==> config.mk <==
export PLATFORM = sky130hd
export DESIGN_NAME = vector_mem_sequencer_flat
export DESIGN_NICKNAME = d
export VERILOG_FILES = /design/src/rtl/vector_mem_sequencer_if.sv /design/src/rtl/vector_mem_sequencer.sv /design/src/flat_wrapper.sv
export SDC_FILE = /design/constraint.sdc
export NUM_CORES = 1
export LEC_CHECK = 0
export CAP_MARGIN = 30
export CORE_AREA = 5 5 174 176
export DETAILED_ROUTE_END_ITERATION = 8
export DIE_AREA = 0 0 179 181
export GPL_TIMING_DRIVEN = 0
export PLACE_DENSITY = 0.77
export SLEW_MARGIN = 40
export SYNTH_ARGS = -nofsm -noshare
export SYNTH_HDL_FRONTEND = slang
export SYNTH_SLANG_ARGS = --single-unit
==> constraint.sdc <==
create_clock -name clk -period 11.5 [get_ports clk]
set_input_delay 1.15 -clock clk [delete_from_list [all_inputs] [get_ports clk]]
set_output_delay 1.15 -clock clk [all_outputs]
set_load 0.02 [all_outputs]
==> src/rtl/vector_mem_sequencer_if.sv <==
`default_nettype none
// ----------------------------------------------------------------------------
// vector_mem_sequencer_if : request, scalar-memory and response bundle
// Rev 1.0 : initial release
// ----------------------------------------------------------------------------
interface vector_mem_sequencer_if #(
  parameter int DATA_W = 32,
  parameter int ADDR_W = 32,
  parameter int LANES  = 4
);
  logic                    req_valid;
  logic                    req_ready;
  logic                    req_we;
  logic [ADDR_W-1:0]       req_base;
  logic [LANES*DATA_W-1:0] req_wdata;

  logic                    mem_en;
  logic                    mem_we;
  logic [ADDR_W-1:0]       mem_addr;
  logic [DATA_W-1:0]       mem_wdata;
  logic [DATA_W-1:0]       mem_rdata;

  logic                    resp_valid;
  logic                    resp_ready;
  logic                    resp_is_load;
  logic [LANES*DATA_W-1:0] resp_rdata;

  // Sequencer side
  modport slave (
    input  req_valid, req_we, req_base, req_wdata, mem_rdata, resp_ready,
    output req_ready, mem_en, mem_we, mem_addr, mem_wdata,
           resp_valid, resp_is_load, resp_rdata
  );

  // Execute stage / memory side
  modport master (
    output req_valid, req_we, req_base, req_wdata, mem_rdata, resp_ready,
    input  req_ready, mem_en, mem_we, mem_addr, mem_wdata,
           resp_valid, resp_is_load, resp_rdata
  );
endinterface
`default_nettype wire

==> src/rtl/vector_mem_sequencer.sv <==
`default_nettype none
// ----------------------------------------------------------------------------
// vector_mem_sequencer : serialises one vector load/store onto scalar memory
// Rev 1.0 : initial release
// ----------------------------------------------------------------------------
module vector_mem_sequencer #(
  parameter int DATA_W = 32,
  parameter int ADDR_W = 32,
  parameter int LANES  = 4
) (
  input  wire logic              clk,
  input  wire logic              rst,
  vector_mem_sequencer_if.slave  bus
);
  localparam int              LW        = $clog2(LANES);
  localparam logic [LW-1:0]   LAST_LANE = LW'(LANES - 1);

  typedef enum logic [1:0] {
    S_IDLE   = 2'd0,
    S_ACCESS = 2'd1,
    S_DRAIN  = 2'd2,
    S_RESP   = 2'd3
  } state_e;

  state_e                  state_q, state_d;
  logic [LW-1:0]           lane_q, lane_d;
  logic                    we_q, we_d;
  logic [ADDR_W-1:0]       base_q, base_d;
  logic [LANES*DATA_W-1:0] wdata_q, wdata_d;
  logic [LANES*DATA_W-1:0] rdata_q, rdata_d;
  logic                    rd_pend_q, rd_pend_d;
  logic [LW-1:0]           cap_lane_q, cap_lane_d;
  logic                    in_access;

  always_ff @(posedge clk or posedge rst) begin
    if (rst) begin
      state_q <= S_IDLE;
    end else begin
      state_q <= state_d;
    end
  end

  always_ff @(posedge clk or posedge rst) begin
    if (rst) begin
      lane_q     <= '0;
      we_q       <= 1'b0;
      base_q     <= '0;
      wdata_q    <= '0;
      rdata_q    <= '0;
      rd_pend_q  <= 1'b0;
      cap_lane_q <= '0;
    end else begin
      lane_q     <= lane_d;
      we_q       <= we_d;
      base_q     <= base_d;
      wdata_q    <= wdata_d;
      rdata_q    <= rdata_d;
      rd_pend_q  <= rd_pend_d;
      cap_lane_q <= cap_lane_d;
    end
  end

  always_comb begin
    state_d    = state_q;
    lane_d     = lane_q;
    we_d       = we_q;
    base_d     = base_q;
    wdata_d    = wdata_q;
    rdata_d    = rdata_q;
    rd_pend_d  = 1'b0;
    cap_lane_d = lane_q;

    // Read data arrives one cycle after its access; the pending flag remembers
    // which lane slot it belongs to, so the last lane lands during DRAIN.
    if (rd_pend_q) begin
      rdata_d[cap_lane_q*DATA_W +: DATA_W] = bus.mem_rdata;
    end

    case (state_q)
      S_IDLE: begin
        if (bus.req_valid) begin
          we_d    = bus.req_we;
          base_d  = bus.req_base;
          wdata_d = bus.req_wdata;
          lane_d  = '0;
          state_d = S_ACCESS;
        end
      end
      S_ACCESS: begin
        rd_pend_d = ~we_q;
        lane_d    = lane_q + LW'(1);
        if (lane_q == LAST_LANE) begin
          state_d = we_q ? S_RESP : S_DRAIN;
        end
      end
      S_DRAIN: begin
        state_d = S_RESP;
      end
      S_RESP: begin
        if (bus.resp_ready) begin
          state_d = S_IDLE;
        end
      end
      default: begin
        state_d = S_IDLE;
      end
    endcase
  end

  assign in_access        = (state_q == S_ACCESS);
  assign bus.req_ready    = (state_q == S_IDLE);
  assign bus.mem_en       = in_access;
  assign bus.mem_we       = in_access & we_q;
  assign bus.mem_addr     = in_access ? (base_q + ADDR_W'(lane_q)) : '0;
  assign bus.mem_wdata    = in_access ? wdata_q[lane_q*DATA_W +: DATA_W] : '0;
  assign bus.resp_valid   = (state_q == S_RESP);
  assign bus.resp_is_load = (state_q == S_RESP) & ~we_q;
  assign bus.resp_rdata   = rdata_q;

endmodule
`default_nettype wire

==> src/flat_wrapper.sv <==
// flat-port wrapper written by rule: the top's interface ports become plain ports
module vector_mem_sequencer_flat 
#(
  parameter int DATA_W = 32,
  parameter int ADDR_W = 32,
  parameter int LANES  = 4
)
  (clk, rst, bus_req_valid, bus_req_we, bus_req_base, bus_req_wdata, bus_mem_rdata, bus_resp_ready, bus_req_ready, bus_mem_en, bus_mem_we, bus_mem_addr, bus_mem_wdata, bus_resp_valid, bus_resp_is_load, bus_resp_rdata);
  vector_mem_sequencer_if #(.DATA_W(DATA_W), .ADDR_W(ADDR_W), .LANES(LANES)) bus_i ();
  input  wire logic clk;
  input  wire logic rst;
  input wire logic [$bits(bus_i.req_valid)-1:0] bus_req_valid;
  input wire logic [$bits(bus_i.req_we)-1:0] bus_req_we;
  input wire logic [$bits(bus_i.req_base)-1:0] bus_req_base;
  input wire logic [$bits(bus_i.req_wdata)-1:0] bus_req_wdata;
  input wire logic [$bits(bus_i.mem_rdata)-1:0] bus_mem_rdata;
  input wire logic [$bits(bus_i.resp_ready)-1:0] bus_resp_ready;
  output wire logic [$bits(bus_i.req_ready)-1:0] bus_req_ready;
  output wire logic [$bits(bus_i.mem_en)-1:0] bus_mem_en;
  output wire logic [$bits(bus_i.mem_we)-1:0] bus_mem_we;
  output wire logic [$bits(bus_i.mem_addr)-1:0] bus_mem_addr;
  output wire logic [$bits(bus_i.mem_wdata)-1:0] bus_mem_wdata;
  output wire logic [$bits(bus_i.resp_valid)-1:0] bus_resp_valid;
  output wire logic [$bits(bus_i.resp_is_load)-1:0] bus_resp_is_load;
  output wire logic [$bits(bus_i.resp_rdata)-1:0] bus_resp_rdata;
  assign bus_i.req_valid = bus_req_valid;
  assign bus_i.req_we = bus_req_we;
  assign bus_i.req_base = bus_req_base;
  assign bus_i.req_wdata = bus_req_wdata;
  assign bus_i.mem_rdata = bus_mem_rdata;
  assign bus_i.resp_ready = bus_resp_ready;
  assign bus_req_ready = bus_i.req_ready;
  assign bus_mem_en = bus_i.mem_en;
  assign bus_mem_we = bus_i.mem_we;
  assign bus_mem_addr = bus_i.mem_addr;
  assign bus_mem_wdata = bus_i.mem_wdata;
  assign bus_resp_valid = bus_i.resp_valid;
  assign bus_resp_is_load = bus_i.resp_is_load;
  assign bus_resp_rdata = bus_i.resp_rdata;
  vector_mem_sequencer #(.DATA_W(DATA_W), .ADDR_W(ADDR_W), .LANES(LANES)) u_core (.clk(clk), .rst(rst), .bus(bus_i));
endmodule
# Yosys cells after proc, flatten, opt, wreduce, memory -nomap -nowiden
# Index checks and enable logic that the tools add are counted.
# Widths: inputs -> output; s select.
[op_classes]
n_bitwise = 3
addsub = 3
muxes = 11
shift = 3
eq_ne = 7
reduce_logical = 5
[ops]
columns = ["operator", "n"]
rows = [
  ["$bwmux 128", 1],
  ["$shift 32x34->128 const A", 1],
  ["$shiftx 128x8->32", 1],
  ["$shiftx 32x34->128", 1],
  ["$mux 32", 2],
  ["$neg 7->34", 1],
  ["$add 32x2->32", 1],
  ["$mux 2", 4],
  ["$pmux 2 s4", 1],
  ["$eq 2x2->1 const B", 3],
  ["$ne 2x2->1 const B", 3],
  ["$pmux 2 s2", 1],
  ["$reduce_and 2->1", 2],
  ["$reduce_and 3->1", 1],
  ["$add 2x1->2 const B", 1],
  ["$and 1x1->1", 2],
  ["$eq 2x1->1 const B", 1],
  ["$logic_not 2->1", 1],
  ["$mux 1", 2],
  ["$reduce_bool 2->1", 1],
  ["$not 1->1", 1],
]
[word_totals]
out_inout_bits = 197
wordCells = 40
regBits = 296

# Longest topological paths before layout
# Gate-level depths: netlist (run 1).
[depth]
ltp_word = 3
depth_mapped = 7
depth_no_buf = 6

# Worst setup path after synthesis (run 1)
# Ideal clock, no wire load.
[synth_timing]
path_kind = "register to output"
from = "reg u_core.lane_q[0], in the netlist u_core.cap_lane_d[0]"
to = "out bus_mem_addr[14]"
stages_incl_launch_ff = 8
slack_ps = 8221
required_time_ps = 10350
arrival_ps = 2129
path_buffers = 1
path_cell_list = "dfrtp_1 ha_1 fa_1 and4_1 nand4_2 clkbuf_1 o21ai_0 a21oi_1"
[synth_between]
elab_chain_cells = 2
[synth_rtl]
columns = ["element", "line_no", "source"]
rows = [
  ["from (decl)", "vector_mem_sequencer.sv:26", "logic [LW-1:0] lane_q, lane_d;"],
  ["from (signal assigned)", "vector_mem_sequencer.sv:53", "lane_q <= lane_d;"],
  ["$add 32x2->32", "vector_mem_sequencer.sv:114", "assign bus.mem_addr = in_access ? (base_q + ADDR_W'(lane_q)) : '0;"],
  ["$mux 32", "vector_mem_sequencer.sv:114", ""],
  ["to (decl)", "flat_wrapper.sv:21", "output wire logic [$bits(bus_i.mem_addr)-1:0] bus_mem_addr;"],
]
# Every way passes these cells.

# Worst setup path in the final report (run 1)
[layout_timing]
from = "reg u_core.lane_q[0], in the netlist u_core.cap_lane_d[0]"
to = "out bus_mem_addr[20]"
# Same word-level chain as after synthesis.

==> results.yml, run 1 <==
sta:
  fin_crit_ns: 4.65
  fin_skew_ns: 0.0192
  maxSlewHeadroom: 0.468
  slew_violations: 0
  finalCritPeriodShare: 0.404
  whs_ns: 0.489
  finalSetupTns_ns: 0
  rsz0062_at_grt: "no"
  fmax_mhz: 215
  tightest_slew_ns: 0.791
  setup_viol: 0
  hold_viol: 0
final_layout:
  nNetsFinal: 1517
  areaGrowthSynthToFinish_pct: 43.6
  final_cell_mix: "clkdlybuf4s50_1 (393), dfrtp_1 (296), mux2_2 (162), a22o_1 (128), clkbuf_1 (39)"
  layoutNonFillerInstCount: 1714
  layout.cells.most_common: "clkdlybuf4s50_1"
  drive_above_1_share: 0.208
power_and_ir_drop:
  power_uw: 4450
  p_per_area_mw_per_mm2: 245
  intPower_uw: 2970
  clockPowerShare: 0.216
  seqPwrFrac: 0.382
  p_comb_frac: 0.402
  switching_share: 0.333
  netSwitchingPower_uw: 1480
  vdd_ir_drop_max_uv: 194
  p_leak_uw: 0.00763
synthesis:
  synth_edf_count: 0
  syn_nets: 1087
  avgSynthCellArea_um2: 14.4
  netlist.area_leader.share: 0.586
  synth_area_leader_cell: "dfrtp_1"
  ys_types: 41
  synth-async-reset-ratio: 1.00
  ys_seq_area_frac: 0.586
  synthesis.instances: 878
  synth_area_mm2: 0.0126
  synthTopCellsByArea: "dfrtp_1 (59%), mux2_2 (14%), a22o_1 (8.9%)"
  synth.ff_latch_count: 296
  synth_warnings: 0
  ys.flop_type: "dfrtp_1"
detailed_routing:
  drc: 0
  met2_length_um: 18500
  drtIter0Drc: 631
  finalWirelength_um: 38400
  wire_per_inst_um: 22.4
  wl_met3_um: 4530
  dr.pass1.iters: 5
  wl_met1_um: 14100
  topRoutingLayerUsed: "met5"
  viasPerCell: 5.54
  num_vias: 9493
  ant_nets: 0
place:
  gp_congestion: 0.846
  place_hpwl_um: 29100
  post-place-cells: 1659
  numPortBuffers: 393
setup_path:
  rr_worst_depth: 6
  r2r_setup_slack_ns: 9.11
  start_kind: "flop"
  path_class: "flop to output pin"
  max_stage_delay_ns: 0.64
  crit_required_ns: 10.35
  worstReg2RegStart: "u_core.state_q[0]"
  path_cells: "ha_1, fa_1, and4_1, nand4_2, clkbuf_1, o31ai_1, a21oi_1, clkdlybuf4s50_1"
  end_kind: "output pin"
  cpMaxStageDelayCell: "clkdlybuf4s50_1"
  critPathMaxFanout: 10
  worstPathArrival_ns: 3.50
  r2r_end: "u_core.base_q[1]"
clocking:
  cts_buffer_depth: 3
  clk_pin_slew_worst_paths_ns: 0.06
  cts_tree: "yes"
  cts-root-buf: "clkbuf_16"
  cts-buffers-inserted: 31
  cts_max_level: 1
  postCtsSetupBuffers: 0
  clkSinkCount: 296
  postCtsHoldBufs: 0
  clkLatencyLatePin_ns: 0.56
  cts_resized: 0
worst_hold_path:
  hold_start: "u_core.cap_lane_d[0]"
  hold_path.class: "flop to flop"
  whs_endpoint: "u_core.cap_lane_q[0]"
  worstHoldPathCells: 0
grt:
  grt_max_degree: 74
  grt_pass1_wl_um: 59700
  grt_use_total: 0.234
  grt_pass1_vias: 10100
  antenna_found_initial: 6
  grt_remaining_overflow: 0
floorplan:
  die_w_um: 179
  coreArea_mm2: 0.0285
  start_util: 0.444
  rows: 62
  dieArea_mm2: 0.0324
  io_pins: 394
  die_h_um: 181
outcome:
  status: "complete, no violations"
flow_run:
  cap_violations: 0
==> per-stage QoR <==
step	setup slack (ns)	util	instance area [um^2]
2_1_floorplan	2.17	-	12600
3_3_place_gp	-1.49	0.599	17100
3_5_place_dp	7.41	0.603	17200
4_1_cts	6.81	0.637	18100
5_1_grt	6.56	0.638	18100
6_report	6.85	0.638	18100
==> how the worst max path moves through the flow <==
stage                         startpoint            endpoint  depth (start not counted)  slack, ns
finish              u_core.cap_lane_d[0]    bus_mem_addr[20]                          8       6.85
global route        u_core.cap_lane_d[0]    bus_mem_addr[24]                          8       6.56
CTS                 u_core.cap_lane_d[0]    bus_mem_addr[20]                          8       6.81
detailed placement  u_core.cap_lane_d[0]    bus_mem_addr[20]                          8       7.41
global placement                     rst  u_core.wdata_q[97]                          2      -1.49
floorplan                            rst    u_core.base_q[0]                          1       2.17
==> cells by family (layout without fill, tap and decap cells) <==
| family | Yosys count | count (layout) | share of synthesized area |
|---|---|---|---|
| AO/OA/AOI/OAI | 176 | 176 | 0.112 |
| buffers and inverters | 73 | 522 | 0.0241 |
| flip-flops | 296 | 296 | 0.586 |
| multiplexers | 194 | 194 | 0.201 |
| XOR/XNOR | 10 | 10 | 0.00693 |
| other | 0 | 3 | 0 |
| AND/OR/NAND/NOR | 117 | 117 | 0.0568 |
| adder cells (fa/ha/maj) | 12 | 12 | 0.0125 |
==> cell usage after synthesis, types with 11 or more instances <==
| master | count |
|---|---|
| dfrtp_1 | 296 |
| mux2_2 | 162 |
| a22o_1 | 128 |
| and2_1 | 37 |
| clkbuf_1 | 36 |
| mux4_2 | 32 |
| a21oi_1 | 20 |
| buf_2 | 18 |
| nand2_1 | 15 |
| nor2_1 | 14 |
| o31ai_1 | 14 |
| inv_1 | 12 |
| or4_1 | 12 |
| ha_1 | 11 |
==> metal layers <==
layer,vias to the layer above,global-route usage
met2,431,0.387
met5,-,0
met3,79,0.0909
met4,6,0.0675
li1,4158,-
met1,4819,0.285
==> state kept, by name, summed over array words and instances, names as in the netlist <==
| register | count |
|---|---|
| u_core.rd_pend_q | 1 |
| u_core.we_q | 1 |
| u_core.cap_lane_q | 2 |
| u_core.wdata_q | 128 |
| u_core.base_q | 32 |
| u_core.state_q | 2 |
| u_core.bus.resp_rdata | 128 |
| u_core.cap_lane_d | 2 |
==> power by group through the flow <==
stage / Sequential, uW / Clock (uW) / Combinational, uW
floorplan: 1730 / 0 / 1020
global placement: 1690 / 0 / 1760
detailed placement: 1710 / 0 / 1800
CTS: 1700 / 984 / 1810
global route: 1750 / 1030 / 1920
finish: 1700 / 961 / 1790
==> critical path: cells and delay by family (launching register included) <==
family | cells | cell delay, ns
buffers and inverters | 2 | 1.06
flip-flops | 1 | 0.43
AND/OR/NAND/NOR | 2 | 0.46
AO/OA/AOI/OAI | 2 | 0.30
adder cells (fa/ha/maj) | 2 | 0.70
==> final cells by class <==
class,instances,area [um^2]
Sequential cell,296,7410
Inverter,12,52.6
Buffer,61,259
Tap cell,384,480
Clock inverter,11,90.1
Timing Repair Buffer,397,4040
Multi-Input combinational cell,509,4930
Antenna cell,3,7.51
Fill cell,2138,10300
Clock buffer,41,883
(Power assumes the default switching activity.)
==> inputs of run 2 (changes only) <==
--- a/config.mk
+++ b/config.mk
@@ -6,11 +6,11 @@
 export NUM_CORES = 1
 export LEC_CHECK = 0
 export CAP_MARGIN = 30
-export CORE_AREA = 5 5 174 176
+export CORE_AREA = 5 5 180 182
 export DETAILED_ROUTE_END_ITERATION = 8
-export DIE_AREA = 0 0 179 181
+export DIE_AREA = 0 0 185 187
 export GPL_TIMING_DRIVEN = 0
-export PLACE_DENSITY = 0.77
+export PLACE_DENSITY = 0.75
 export SLEW_MARGIN = 40
 export SYNTH_ARGS = -nofsm -noshare
 export SYNTH_HDL_FRONTEND = slang
==> constraint.sdc (replaced) <==
create_clock -name clk -period 4.2 [get_ports clk]
set_input_delay 0.42 -clock clk [delete_from_list [all_inputs] [get_ports clk]]
set_output_delay 0.42 -clock clk [all_outputs]
set_load 0.02 [all_outputs]
==> run 2 against run 1 <==
  * Final area increased by 1.8%
  * Wire length increased by 1.5%
  * Combinational power increased to 2.7 times the previous value
  * Utilization decreased by 3.0 points
  * Critical path depth unchanged
  * Setup slack got worse by 6.5 ns
  * Sequential power increased to 2.7 times the previous value
  * Global-route usage decreased by 1.3 points
  * Non-clock buffer count increased by 10
  * Count of clock-buffer cells in the layout increased by 2
  * Register-to-register slack got worse by 7.3 ns
  * First-iteration DRC count decreased by 35%
==> results.yml, run 2 (same netlist as run 1, synthesis figures left out) <==
outcome:
  status: "complete, no violations"
clocking:
  cts-root-buf: "clkbuf_16"
  cts-buffers-inserted: 30
  cts_tree: "yes"
  cts_buffer_depth: 3
  clk_pin_slew_worst_paths_ns: 0.06
  clkSinkCount: 296
  cts_max_level: 1
  postCtsHoldBufs: 0
  postCtsSetupBuffers: 0
  clkLatencyLatePin_ns: 0.56
place:
  post-place-cells: 1681
  numPortBuffers: 393
  gp_congestion: 0.851
  place_hpwl_um: 30200
detailed_routing:
  finalWirelength_um: 39000
  met2_length_um: 18800
  wire_per_inst_um: 22.4
  wl_met3_um: 4070
  wl_met1_um: 15000
  num_vias: 9561
  drtIter0Drc: 411
  topRoutingLayerUsed: "met5"
  dr.pass1.iters: 4
  drc: 0
  ant_nets: 0
  viasPerCell: 5.49
floorplan:
  dieArea_mm2: 0.0346
  io_pins: 394
  start_util: 0.415
  coreArea_mm2: 0.0304
  die_h_um: 187
  die_w_um: 185
  rows: 64
final_layout:
  areaGrowthSynthToFinish_pct: 46.2
  layout.cells.most_common: "clkdlybuf4s50_1"
  drive_above_1_share: 0.215
  final_cell_mix: "clkdlybuf4s50_1 (393), dfrtp_1 (296), mux2_2 (162), a22o_1 (128), clkbuf_1 (40)"
  layoutNonFillerInstCount: 1740
  nNetsFinal: 1526
sta:
  fmax_mhz: 262
  fin_crit_ns: 3.82
  hold_viol: 0
  finalCritPeriodShare: 0.910
  finalSetupTns_ns: 0
  rsz0062_at_grt: "no"
  whs_ns: 0.174
  fin_skew_ns: 0.0170
  slew_violations: 0
  setup_viol: 0
  maxSlewHeadroom: 0.502
  tightest_slew_ns: 0.748
power_and_ir_drop:
  p_per_area_mw_per_mm2: 670
  p_leak_uw: 0.00777
  vdd_ir_drop_max_uv: 632
setup_path:
  path_class: "flop to output pin"
  start_kind: "flop"
  critPathBufInv: 2
  rr_worst_depth: 6
  crit_required_ns: 3.78
  path_cells: "ha_1, fa_1, and4_1, nand4_2, clkbuf_2, o21ai_0, a21oi_1, clkdlybuf4s50_1"
  path_delay_family: "buffers and inverters"
  worstPathArrival_ns: 3.40
  worstReg2RegStart: "u_core.state_q[0]"
  cpMaxStageDelayCell: "clkdlybuf4s50_1"
  max_stage_delay_ns: 0.64
  end_kind: "output pin"
  r2r_end: "u_core.base_q[1]"
  r2r_setup_slack_ns: 1.83
  critPathMaxFanout: 10
grt:
  grt_pass1_wl_um: 60800
  grt_max_degree: 28
  antenna_found_initial: 5
  grt_remaining_overflow: 0
  grt_use_total: 0.221
  grt_pass1_vias: 10300
worst_hold_path:
  hold_path.class: "primary input to asynchronous set/reset pin"
flow_run:
  cap_violations: 0
-- run 2: how the worst max path moves through the flow --
stage	start	end	slack (ns)	cells past startpoint
floorplan	rst	u_core.base_q[0]	-0.15	1
global placement	rst	u_core.base_q[24]	-2.26	2
detailed placement	u_core.cap_lane_d[0]	bus_mem_addr[16]	0.78	8
CTS	u_core.cap_lane_d[0]	bus_mem_addr[16]	0.16	8
global route	u_core.cap_lane_d[0]	bus_mem_addr[16]	0.12	8
finish	u_core.cap_lane_d[0]	bus_mem_addr[16]	0.38	8
-- run 2: worst reg2reg max path, cell delays in order (launching register included) --
cell,delay (ns)
dfrtp_1,0.42
inv_1,0.07
ha_1,0.28
nand2_1,0.24
clkbuf_1,0.46
buf_2,0.41
mux2_2,0.38
-- run 2: what timing repair did --
action / 4_1_cts / 5_1_grt
endpoints found under the hold margin: 0 / 0
gates resized for setup: 0 / 2
setup endpoints to repair: 0 / 6
-- run 2: report_power, final --
part | switching (uW) | internal [uW]
Sequential | 722 | 3920
Clock | 1110 | 1690
Combinational | 2230 | 2700
Total | 4060 | 8310
-- run 2: final cells by class --
type / instances / area [um^2]
clock buffer: 43 / 880
multi-input combinational: 509 / 4930
sequential: 296 / 7410
clock inverter: 11 / 166
antenna: 5 / 12.5
buffer: 61 / 260
inverter: 12 / 48.8
fill: 2382 / 12000
timing repair buffer: 407 / 4270
tap: 396 / 495
-- run 2: metrics by stage --
stage / util / area, um^2 / worst slack (ns) / total power (uW)
after CTS: 0.607 / 18500 / 0.163 / 12500
final: 0.607 / 18500 / 0.378 / 12400
after detailed placement: 0.572 / 17400 / 0.778 / 9660
after floorplan: - / 12600 / -0.151 / 7540
after global routing: 0.607 / 18500 / 0.120 / 13100
after global placement: 0.561 / 17100 / -2.26 / 9450
-- run 2: per-layer routing --
layer	vias up	track usage
met1	4842	0.275
li1	4197	-
met5	-	0
met2	451	0.367
met4	4	0.0638
met3	67	0.0749
